<file path="src/rtl/wave_phase_sequencer_if.sv">
// Bundle between the wave sequencer and its environment: sample request,
// CORDIC operand/result handshake and corrected sample outputs.
// timeout_o exists only when WAVE_SEQ_WATCHDOG_EN is defined.
interface wave_phase_sequencer_if #(
  parameter int N_FRAC   = 7,
  parameter int PHASE_BW = 16
);
  localparam int W = N_FRAC + 1;

  logic                enable_i;
  logic                sample_tick_i;
  logic [PHASE_BW-1:0] phase_inc_i;
  logic signed [W-1:0] cordic_x_o;
  logic signed [W-1:0] cordic_y_o;
  logic signed [W-1:0] cordic_z_o;
  logic                cordic_valid_o;
  logic signed [W-1:0] cordic_x_i;
  logic signed [W-1:0] cordic_y_i;
  logic                cordic_valid_i;
  logic signed [W-1:0] cos_o;
  logic signed [W-1:0] sin_o;
  logic                sample_valid_o;
  logic                busy_o;
  logic                overrun_o;
`ifdef WAVE_SEQ_WATCHDOG_EN
  logic                timeout_o;
`endif

  // environment side: requests samples and plays the CORDIC
  modport master (
    output enable_i, sample_tick_i, phase_inc_i, cordic_x_i, cordic_y_i, cordic_valid_i,
    input  cordic_x_o, cordic_y_o, cordic_z_o, cordic_valid_o,
           cos_o, sin_o, sample_valid_o, busy_o, overrun_o
`ifdef WAVE_SEQ_WATCHDOG_EN
    , input timeout_o
`endif
  );

  // sequencer side
  modport slave (
    input  enable_i, sample_tick_i, phase_inc_i, cordic_x_i, cordic_y_i, cordic_valid_i,
    output cordic_x_o, cordic_y_o, cordic_z_o, cordic_valid_o,
           cos_o, sin_o, sample_valid_o, busy_o, overrun_o
`ifdef WAVE_SEQ_WATCHDOG_EN
    , output timeout_o
`endif
  );
endinterface

</file>
<file path="src/rtl/wave_phase_sequencer.sv">
// wave_phase_sequencer: phase accumulator, quadrant fold into the CORDIC
// convergence range (+/-90 deg) and sign fix-up of the rotator results.
// Optional WAIT watchdog: define WAVE_SEQ_WATCHDOG_EN.
//
// state  | meaning
// IDLE   | waiting for an enabled sample tick
// ISSUE  | operands registered; start strobe raised on the next cycle
// WAIT   | CORDIC iterating, operands held stable
// OUTPUT | corrected sample presented, phase advanced
module wave_phase_sequencer #(
  parameter int N_FRAC      = 7,
  parameter int PHASE_BW    = 16,
  parameter int CORDIC_GAIN = 78
) (
  input logic                   clk_i,
  input logic                   rst_i,
  wave_phase_sequencer_if.slave bus
);
  localparam int W = N_FRAC + 1;
  localparam logic [W-1:0] C_MIN  = {1'b1, {(W-1){1'b0}}};
  localparam logic [W-1:0] C_MAX  = {1'b0, {(W-1){1'b1}}};
  localparam logic [W-1:0] C_GAIN = W'(CORDIC_GAIN);

  typedef enum logic [1:0] {S_IDLE, S_ISSUE, S_WAIT, S_OUTPUT} state_t;

  state_t              r_state, w_next;
  logic [PHASE_BW-1:0] r_phase;
  logic [W-1:0]        r_cx, r_cy, r_cz, r_cos, r_sin;
  logic                r_flip, r_cvalid, r_svalid, r_overrun;
  logic                w_tick, w_flip;
  logic [W-1:0]        w_a, w_z, w_cos, w_sin;
`ifdef WAVE_SEQ_WATCHDOG_EN
  logic [3:0]          r_wd;
  logic                r_timeout;
  logic                w_wd_expire;
`endif

  // Negation that clips the single unrepresentable case (-min) to +max.
  function automatic logic [W-1:0] sat_neg(input logic [W-1:0] v);
    logic [W-1:0] res;
    res = (v == C_MIN) ? C_MAX : -v;
    return res;
  endfunction

  assign w_tick = bus.sample_tick_i & bus.enable_i;
  assign w_a    = r_phase[PHASE_BW-1 -: W];
  // Quadrants 1 and 2 are rotated by 180 deg; the result is negated afterwards.
  assign w_flip = w_a[W-1] ^ w_a[W-2];
  assign w_z    = w_flip ? {~w_a[W-1], w_a[W-2:0]} : w_a;
  assign w_cos  = r_flip ? sat_neg(bus.cordic_x_i) : bus.cordic_x_i;
  assign w_sin  = r_flip ? sat_neg(bus.cordic_y_i) : bus.cordic_y_i;
`ifdef WAVE_SEQ_WATCHDOG_EN
  assign w_wd_expire = (r_state == S_WAIT) && !bus.cordic_valid_i && (r_wd == 4'd0);
`endif

  assign bus.cordic_x_o     = r_cx;
  assign bus.cordic_y_o     = r_cy;
  assign bus.cordic_z_o     = r_cz;
  assign bus.cordic_valid_o = r_cvalid;
  assign bus.cos_o          = r_cos;
  assign bus.sin_o          = r_sin;
  assign bus.sample_valid_o = r_svalid;
  assign bus.busy_o         = (r_state != S_IDLE);
  assign bus.overrun_o      = r_overrun;
`ifdef WAVE_SEQ_WATCHDOG_EN
  assign bus.timeout_o      = r_timeout;
`endif

  // State register.
  always_ff @(posedge clk_i or posedge rst_i) begin
    if (rst_i) r_state <= S_IDLE;
    else       r_state <= w_next;
  end

  // Next-state decode.
  always_comb begin
    w_next = r_state;
    case (r_state)
      S_IDLE:   if (w_tick) w_next = S_ISSUE;
      S_ISSUE:  w_next = S_WAIT;
      S_WAIT: begin
        if (bus.cordic_valid_i) w_next = S_OUTPUT;
`ifdef WAVE_SEQ_WATCHDOG_EN
        else if (w_wd_expire) w_next = S_IDLE;
`endif
      end
      S_OUTPUT: w_next = S_IDLE;
      default:  w_next = S_IDLE;
    endcase
  end

  // Operand capture, result correction, strobes and phase accumulation.
  always_ff @(posedge clk_i or posedge rst_i) begin
    if (rst_i) begin
      r_phase   <= '0;
      r_cx      <= '0;
      r_cy      <= '0;
      r_cz      <= '0;
      r_flip    <= 1'b0;
      r_cos     <= '0;
      r_sin     <= '0;
      r_cvalid  <= 1'b0;
      r_svalid  <= 1'b0;
      r_overrun <= 1'b0;
    end else begin
      // strobe lands one cycle after ISSUE so operands are already settled
      r_cvalid  <= (r_state == S_ISSUE);
      r_svalid  <= 1'b0;
      r_overrun <= w_tick && (r_state != S_IDLE);
      if ((r_state == S_IDLE) && w_tick) begin
        r_cx   <= C_GAIN;
        r_cy   <= '0;
        r_cz   <= w_z;
        r_flip <= w_flip;
      end
      if ((r_state == S_WAIT) && bus.cordic_valid_i) begin
        r_cos    <= w_cos;
        r_sin    <= w_sin;
        r_svalid <= 1'b1;
      end
      if (r_state == S_OUTPUT) r_phase <= r_phase + bus.phase_inc_i;
    end
  end

`ifdef WAVE_SEQ_WATCHDOG_EN
  // Down-counts the remaining WAIT cycles; terminal count abandons the sample.
  always_ff @(posedge clk_i or posedge rst_i) begin
    if (rst_i) begin
      r_wd      <= 4'd0;
      r_timeout <= 1'b0;
    end else begin
      r_timeout <= w_wd_expire;
      if (r_state == S_ISSUE)
        r_wd <= 4'd14;
      else if ((r_state == S_WAIT) && (r_wd != 4'd0))
        r_wd <= r_wd - 4'd1;
    end
  end
`endif
endmodule

</file>
<file path="src/flat_wrapper.sv">
// flat-port wrapper written by rule: the top's interface ports become plain ports
module wave_phase_sequencer_flat 
#(
  parameter int N_FRAC      = 7,
  parameter int PHASE_BW    = 16,
  parameter int CORDIC_GAIN = 78
)
  (clk_i, rst_i, bus_enable_i, bus_sample_tick_i, bus_phase_inc_i, bus_cordic_x_i, bus_cordic_y_i, bus_cordic_valid_i, bus_cordic_x_o, bus_cordic_y_o, bus_cordic_z_o, bus_cordic_valid_o, bus_cos_o, bus_sin_o, bus_sample_valid_o, bus_busy_o, bus_overrun_o);
  wave_phase_sequencer_if #(.N_FRAC(N_FRAC), .PHASE_BW(PHASE_BW)) bus_i ();
  input logic clk_i;
  input logic rst_i;
  input wire logic [$bits(bus_i.enable_i)-1:0] bus_enable_i;
  input wire logic [$bits(bus_i.sample_tick_i)-1:0] bus_sample_tick_i;
  input wire logic [$bits(bus_i.phase_inc_i)-1:0] bus_phase_inc_i;
  input wire logic [$bits(bus_i.cordic_x_i)-1:0] bus_cordic_x_i;
  input wire logic [$bits(bus_i.cordic_y_i)-1:0] bus_cordic_y_i;
  input wire logic [$bits(bus_i.cordic_valid_i)-1:0] bus_cordic_valid_i;
  output wire logic [$bits(bus_i.cordic_x_o)-1:0] bus_cordic_x_o;
  output wire logic [$bits(bus_i.cordic_y_o)-1:0] bus_cordic_y_o;
  output wire logic [$bits(bus_i.cordic_z_o)-1:0] bus_cordic_z_o;
  output wire logic [$bits(bus_i.cordic_valid_o)-1:0] bus_cordic_valid_o;
  output wire logic [$bits(bus_i.cos_o)-1:0] bus_cos_o;
  output wire logic [$bits(bus_i.sin_o)-1:0] bus_sin_o;
  output wire logic [$bits(bus_i.sample_valid_o)-1:0] bus_sample_valid_o;
  output wire logic [$bits(bus_i.busy_o)-1:0] bus_busy_o;
  output wire logic [$bits(bus_i.overrun_o)-1:0] bus_overrun_o;
  assign bus_i.enable_i = bus_enable_i;
  assign bus_i.sample_tick_i = bus_sample_tick_i;
  assign bus_i.phase_inc_i = bus_phase_inc_i;
  assign bus_i.cordic_x_i = bus_cordic_x_i;
  assign bus_i.cordic_y_i = bus_cordic_y_i;
  assign bus_i.cordic_valid_i = bus_cordic_valid_i;
  assign bus_cordic_x_o = bus_i.cordic_x_o;
  assign bus_cordic_y_o = bus_i.cordic_y_o;
  assign bus_cordic_z_o = bus_i.cordic_z_o;
  assign bus_cordic_valid_o = bus_i.cordic_valid_o;
  assign bus_cos_o = bus_i.cos_o;
  assign bus_sin_o = bus_i.sin_o;
  assign bus_sample_valid_o = bus_i.sample_valid_o;
  assign bus_busy_o = bus_i.busy_o;
  assign bus_overrun_o = bus_i.overrun_o;
  wave_phase_sequencer #(.N_FRAC(N_FRAC), .PHASE_BW(PHASE_BW), .CORDIC_GAIN(CORDIC_GAIN)) u_core (.clk_i(clk_i), .rst_i(rst_i), .bus(bus_i));
endmodule
</file>
<file path="config.mk">
export PLATFORM = sky130hd
export DESIGN_NAME = wave_phase_sequencer_flat
export DESIGN_NICKNAME = d
export VERILOG_FILES = /design/src/rtl/wave_phase_sequencer_if.sv /design/src/rtl/wave_phase_sequencer.sv /design/src/flat_wrapper.sv
export SDC_FILE = /design/constraint.sdc
export NUM_CORES = 1
export LEC_CHECK = 0
export ABC_AREA = 1
export CORE_ASPECT_RATIO = 0.75
export CORE_MARGIN = 3
export CORE_UTILIZATION = 44
export DETAILED_ROUTE_END_ITERATION = 6
export GPL_ROUTABILITY_DRIVEN = 0
export GPL_TIMING_DRIVEN = 0
export PLACE_DENSITY = 0.85
export SLEW_MARGIN = 10
export SYNTH_ARGS = -nofsm -noshare
export SYNTH_HDL_FRONTEND = slang
export SYNTH_SLANG_ARGS = --single-unit
</file>
<file path="constraint.sdc">
create_clock -name clk_i -period 5.1 [get_ports clk_i]
set_input_delay 1.02 -clock clk_i [delete_from_list [all_inputs] [get_ports clk_i]]
set_output_delay 1.02 -clock clk_i [all_outputs]
set_load 0.005 [all_outputs]
</file>
==> flow_summary.ini, run 1 <==
[logic_synthesis]
async_flop_share_pct = 100
synth_xor_area_share_pct = 2.96
synth_commonest_cells = 156 x nand2_1, 52 x inv_1, 47 x dfrtp_1, 33 x nor2_1, 29 x nand3_1
synthCells = 449
muxShareOfSynthArea_pct = 0
synth_top_area_cell = dfrtp_1
syn_area_per_cell_um2 = 7.24
synthFlopType = dfrtp_1
synth_most_common_cell = nand2_1
synth_adder_area_share_pct = 8.70
yosysSeqAreaShare_pct = 36.2
synth-seq-cells = 47
yosysWarnings = 0
synth_top_family_by_area = simple AND/OR/NAND/NOR gates
synth-simple-area-share_pct = 33.5
synth_area_um2 = 3250
synth_top_area_share_pct = 36.2
synth_cell_type_count = 38
synth_compound_area_share_pct = 6.58
synth-edff-count = 0
synthTopCellsByArea = dfrtp_1 36%, nand2_1 18%, ha_1 8.1%, inv_1 6.0%, nand3_1 4.5%

[finish]
layout.nets = 595
regArea_um2 = 1180
synthToLayoutAreaGrowth_pct = 29.6
drive_above_1_share_pct = 12.7
fillCellCount = 624
n_antenna_cell = 0
multi_input_area_um2 = 1730

[setup_path]
cp-end-kind = output pin
cp_top_family = buffers and inverters
cp_slowest_cell = clkdlybuf4s50_1
arrival_ns = 1.69
critPathLaunchType = register
worst-setup-path-type = reg2out
crit_path_max_incr_delay_ns = 0.53
crit_chain = inv_1, ha_1, inv_1, clkdlybuf4s50_1
worst_path_most_repeated_cell = inv_1
cp_max_fo = 3
cp.required_ns = 4.08
cp_num_buf_inv = 3

[cts]
htreeDepth = 2
cts_setup_buffers = 0
cts.sinks = 47
clkLatencyLatePin_ns = 0.30
cts-root-buf = clkbuf_8
clk_path_buf_depth = 2
cts_resized = 0
cts_tree = done
clkTransAtPathRegs_ns = 0.10
hold_buffers = 0
cts_made_buffers = 5

[timing]
report.final.setup_viol = 0
slew_violations = 0
rsz0062_at_grt = false
fin_crit_sh_pct = 53.2
max_freq_mhz = 368
final.setup.tns_ns = 0
tightest_slew_ns = 0.504
max-slew-margin-rel_pct = 66.4
skew_ns = 0.0113
period_needed_ns = 2.71
finalHoldViolations = 0

[drt]
wl_um = 7950
postRouteAntennaNets = 0
drtIter0Drc = 197
dr.pass1.iters = 5
drc = 0
post_drt_wl_per_cell_um = 12.5
drt-vias-per-instance = 4.79
via_count = 3040

[floorplanning]
die_h_um = 80.5
start_util_pct = 46.5
io_pins = 81
die_w_um = 105
coreArea_um2 = 6990
rows = 26
die_area_um2 = 8470

[global_routing]
antenna_found_initial = 0
grt_max_degree = 31
grt_pass1_wl_um = 13000
grt_usage_pct = 18.7
overflow = 0
grt_pass1_vias = 2881

[min_path]
hp-class = reg2reg

[power_and_ir_drop]
fin_total_pwr_uw = 2250
vdd_drop_max_v = 0.000248
p_leak_uw = 0.00220
power-per-cell-area_nw_per_um2 = 534

[run_status]
status = completed

[flow_run]
drv_cap = 0

[placement]
io_buffers = 68
dp_hpwl_um = 6360
cells by family after synthesis:
logic type,after synthesis
other,1
adder cells (fa/ha/maj),22
buffers and inverters,85
XOR/XNOR,11
AO/OA/AOI/OAI,35
flip-flops,47
AND/OR/NAND/NOR,248
layout make-up:
cell class | instances | share of cell area, %
flip-flops and latches | 47 | 27.9
multi-input cells | 328 | 41.0
inverters | 64 | 5.79
plain buffers | 21 | 3.44
repair buffers | 69 | 16.6
clock buffers | 6 | 1.96
clock inverters | 2 | 0.386
well taps | 98 | 2.91
worst paths after layout:
kind | startpoint | to | slack, ns | cells after the start
setup / recovery | u_core.r_state[0] | bus_busy_o | 2.39 | 4
hold / removal | u_core.r_phase[0] | u_core.r_phase[0] | 0.49 | 2
setup reg to reg | u_core.r_phase[0] | u_core.r_phase[14] | 3.28 | 11
hold reg to reg | u_core.r_phase[0] | u_core.r_phase[0] | 0.49 | 2
max in group asynchronous | rst_i | u_core.r_phase[4] | 3.53 | 3
min in group asynchronous | rst_i | u_core.bus.sin_o[4] | 1.06 | 2
state kept, by name (all words and copies together), names as in the netlist:
| register | cells |
|---|---|
| u_core.r_flip | 1 |
| u_core.bus.overrun_o | 1 |
| u_core.bus.cos_o | 8 |
| u_core.r_phase | 16 |
| u_core.bus.cordic_x_o | 1 |
| u_core.r_state | 2 |
| u_core.bus.cordic_z_o | 8 |
| u_core.bus.sample_valid_o | 1 |
| u_core.bus.sin_o | 8 |
| u_core.bus.cordic_valid_o | 1 |
worst register-to-register path, delay by kind of cell (launching register included):
kind | cells | cell delay (ns)
and+or+nand+nor | 9 | 0.73
DFF | 1 | 0.39
adders and majority gates | 2 | 0.64
cell usage in the layout, fill, tap and decap left out, drive strengths merged, types with 2 or more instances in the layout:
cell type / netlist / final
a21oi: 16 / 16
a31oi: 4 / 4
and2: 2 / 2
buf: 19 / 20
clkbuf: 2 / 8
clkdlybuf4s50: 0 / 68
clkinv: 2 / 3
conb: 1 / 12
dfrtp: 47 / 47
ha: 21 / 21
inv: 62 / 62
nand2: 167 / 167
nand3: 31 / 31
nand3b: 2 / 2
nand4: 3 / 3
nor2: 36 / 36
nor3: 4 / 4
o211ai: 2 / 2
o21ai: 12 / 12
or2: 3 / 3
xnor2: 6 / 6
xor2: 5 / 5
layer usage:
layer  track usage, %  part of all wire, %  up-vias
li1                 -                    -     1537
met1             23.8                   44     1378
met2             33.4                   49      109
met3             3.21                  6.0       16
met4             4.06                  1.7        0
met5                0                    0        -
report_power, final:
part	total, uW	switching [uW]	internal, uW
clock network	247	136	111
registers	662	112	549
logic	1340	736	606
through the flow:
stage | hold WS (ns) | setup slack (ns) | std cells | utilization [%] | instance area, um^2
global route | 0.521 | 2.32 | 635 | 60.3 | 4220
CTS | 0.490 | 2.38 | 635 | 60.3 | 4220
detailed placement | 0.464 | 2.21 | 627 | 58.9 | 4120
floorplan | 0.446 | 2.77 | 460 | - | 3290
global placement | 0.455 | 1.98 | 626 | 58.6 | 4100
finish | 0.489 | 2.39 | 635 | 60.3 | 4220
(Power assumes the default switching activity.)
==> run 2, diff against run 1 <==
--- a/config.mk
+++ b/config.mk
@@ -12,7 +12,7 @@
 export DETAILED_ROUTE_END_ITERATION = 6
 export GPL_ROUTABILITY_DRIVEN = 0
 export GPL_TIMING_DRIVEN = 0
-export PLACE_DENSITY = 0.85
+export PLACE_DENSITY = 0.88
 export SLEW_MARGIN = 10
 export SYNTH_ARGS = -nofsm -noshare
 export SYNTH_HDL_FRONTEND = slang
==> constraint.sdc (replaced) <==
create_clock -name clk_i -period 2.3 [get_ports clk_i]
set_input_delay 0.46 -clock clk_i [delete_from_list [all_inputs] [get_ports clk_i]]
set_output_delay 0.46 -clock clk_i [all_outputs]
set_load 0.005 [all_outputs]
==> flow_summary.ini, run 2 (synthesis results as in run 1) <==
[run_status]
status = completed

[timing]
timing.final.ws_setup_ns = 0.166
fin_crit_sh_pct = 92.8
max_freq_mhz = 469
skew_ns = 0.00853
finalHoldViolations = 0
report.final.setup_viol = 0
period_needed_ns = 2.13
slew_violations = 0
final.setup.tns_ns = 0
rsz0062_at_grt = false

[global_routing]
overflow = 0
antenna_found_initial = 0
grt_pass1_vias = 2973
grt_usage_pct = 18.7
grt_max_degree = 30
grt_pass1_wl_um = 13000

[setup_path]
endpoint = bus_busy_o
rrSetupSlack_ns = 0.49
startpoint = u_core.r_state[1]
cp_max_fo = 3
cp-end-kind = output pin
rr_worst_depth = 9
arrival_ns = 1.67
critPathLaunchType = register
r2r_start = u_core.r_phase[0]
worst-setup-path-type = reg2out
worstReg2RegEnd = u_core.r_phase[12]
cp.required_ns = 1.84

[placement]
dp_hpwl_um = 6130
io_buffers = 68
place_ws_ns = -0.0315

[power_and_ir_drop]
p_leak_uw = 0.00221
vdd_drop_max_v = 0.000539
power-per-cell-area_nw_per_um2 = 1210

[cts]
hold_buffers = 0
cts.sinks = 47
cts_resized = 0
clkTransAtPathRegs_ns = 0.09
clkLatencyLatePin_ns = 0.30
cts_made_buffers = 5
htreeDepth = 2
cts_setup_buffers = 0
clk_path_buf_depth = 2
cts-root-buf = clkbuf_8
cts_tree = done

[drt]
drc = 0
postRouteAntennaNets = 0
wl_um = 7650
post_drt_wl_per_cell_um = 12.1
dr.pass1.iters = 4
drt-vias-per-instance = 4.76
via_count = 3020
drtIter0Drc = 158

[finish]
multi_input_area_um2 = 1730
synthToLayoutAreaGrowth_pct = 30.7
final_cell_mix = 156 x nand2_1, 68 x clkdlybuf4s50_1, 51 x inv_1, 47 x dfrtp_1, 33 x nor2_1
final_common_cell = nand2_1
n_antenna_cell = 0
layout.nets = 595
drive_above_1_share_pct = 12.5
fillCellCount = 607
regArea_um2 = 1180
largest_register_ffs = 16
largest-register = u_core.r_phase

[min_path]
hp-class = in2async

[flow_run]
drv_cap = 0

[floorplanning]
io_pins = 81
die_h_um = 80.5
die_w_um = 105
coreArea_um2 = 6990
rows = 26
die_area_um2 = 8470
start_util_pct = 46.5
## run 2: through the flow
| step | power, uW | std cells | instance area, um^2 | utilization, % | hold slack [ns] |
|---|---|---|---|---|---|
| 3_3_place_gp | 4270 | 626 | 4100 | 58.6 | 0.455 |
| 4_1_cts | 5150 | 635 | 4250 | 60.8 | 0.482 |
| 2_1_floorplan | 3390 | 460 | 3290 | - | 0.446 |
| 3_5_place_dp | 4400 | 627 | 4120 | 58.9 | 0.459 |
| 6_report | 5140 | 635 | 4250 | 60.8 | 0.465 |
| 5_1_grt | 5640 | 635 | 4250 | 60.8 | 0.517 |
## run 2: power by group
group          switching, uW  internal (uW)  leakage (uW)
logic                   1620           1340       0.00159
registers                238           1220      0.000563
clock network            288            435     0.0000654
## run 2: worst min-delay path by stage
stage	from	endpoint	slack, ns	depth (start not counted)
4_1_cts	u_core.bus.cordic_z_o[7]	u_core.bus.cordic_z_o[7]	0.48	2
2_1_floorplan	u_core.r_phase[0]	u_core.r_phase[0]	0.45	2
5_1_grt	u_core.r_phase[0]	u_core.r_phase[0]	0.52	2
3_5_place_dp	u_core.bus.cordic_z_o[7]	u_core.bus.cordic_z_o[7]	0.46	2
3_3_place_gp	u_core.bus.cordic_z_o[4]	u_core.bus.cordic_z_o[4]	0.45	2
6_report	rst_i	u_core.bus.sin_o[3]	0.46	2
## run 2: area by class of cell
type	instances	area share, %
well taps	98	2.89
multi-input cells	328	40.7
clock inverters	2	1.41
clock buffers	6	1.71
repair buffers	69	16.5
inverters	64	5.74
flip-flops and latches	47	27.7
plain buffers	21	3.42
## run 2: routing by layer
metal,global-route usage (%),routed length [um]
met3,3.05,378
met2,32.6,3720
met4,4.98,107
met5,0,0
met1,24.4,3450
## run 2: worst max-delay path, stage by stage, from the launching register on
cell	delay, ns
dfrtp_1	0.40
inv_1	0.09
ha_1	0.21
inv_1	0.14
clkdlybuf4s50_1	0.53
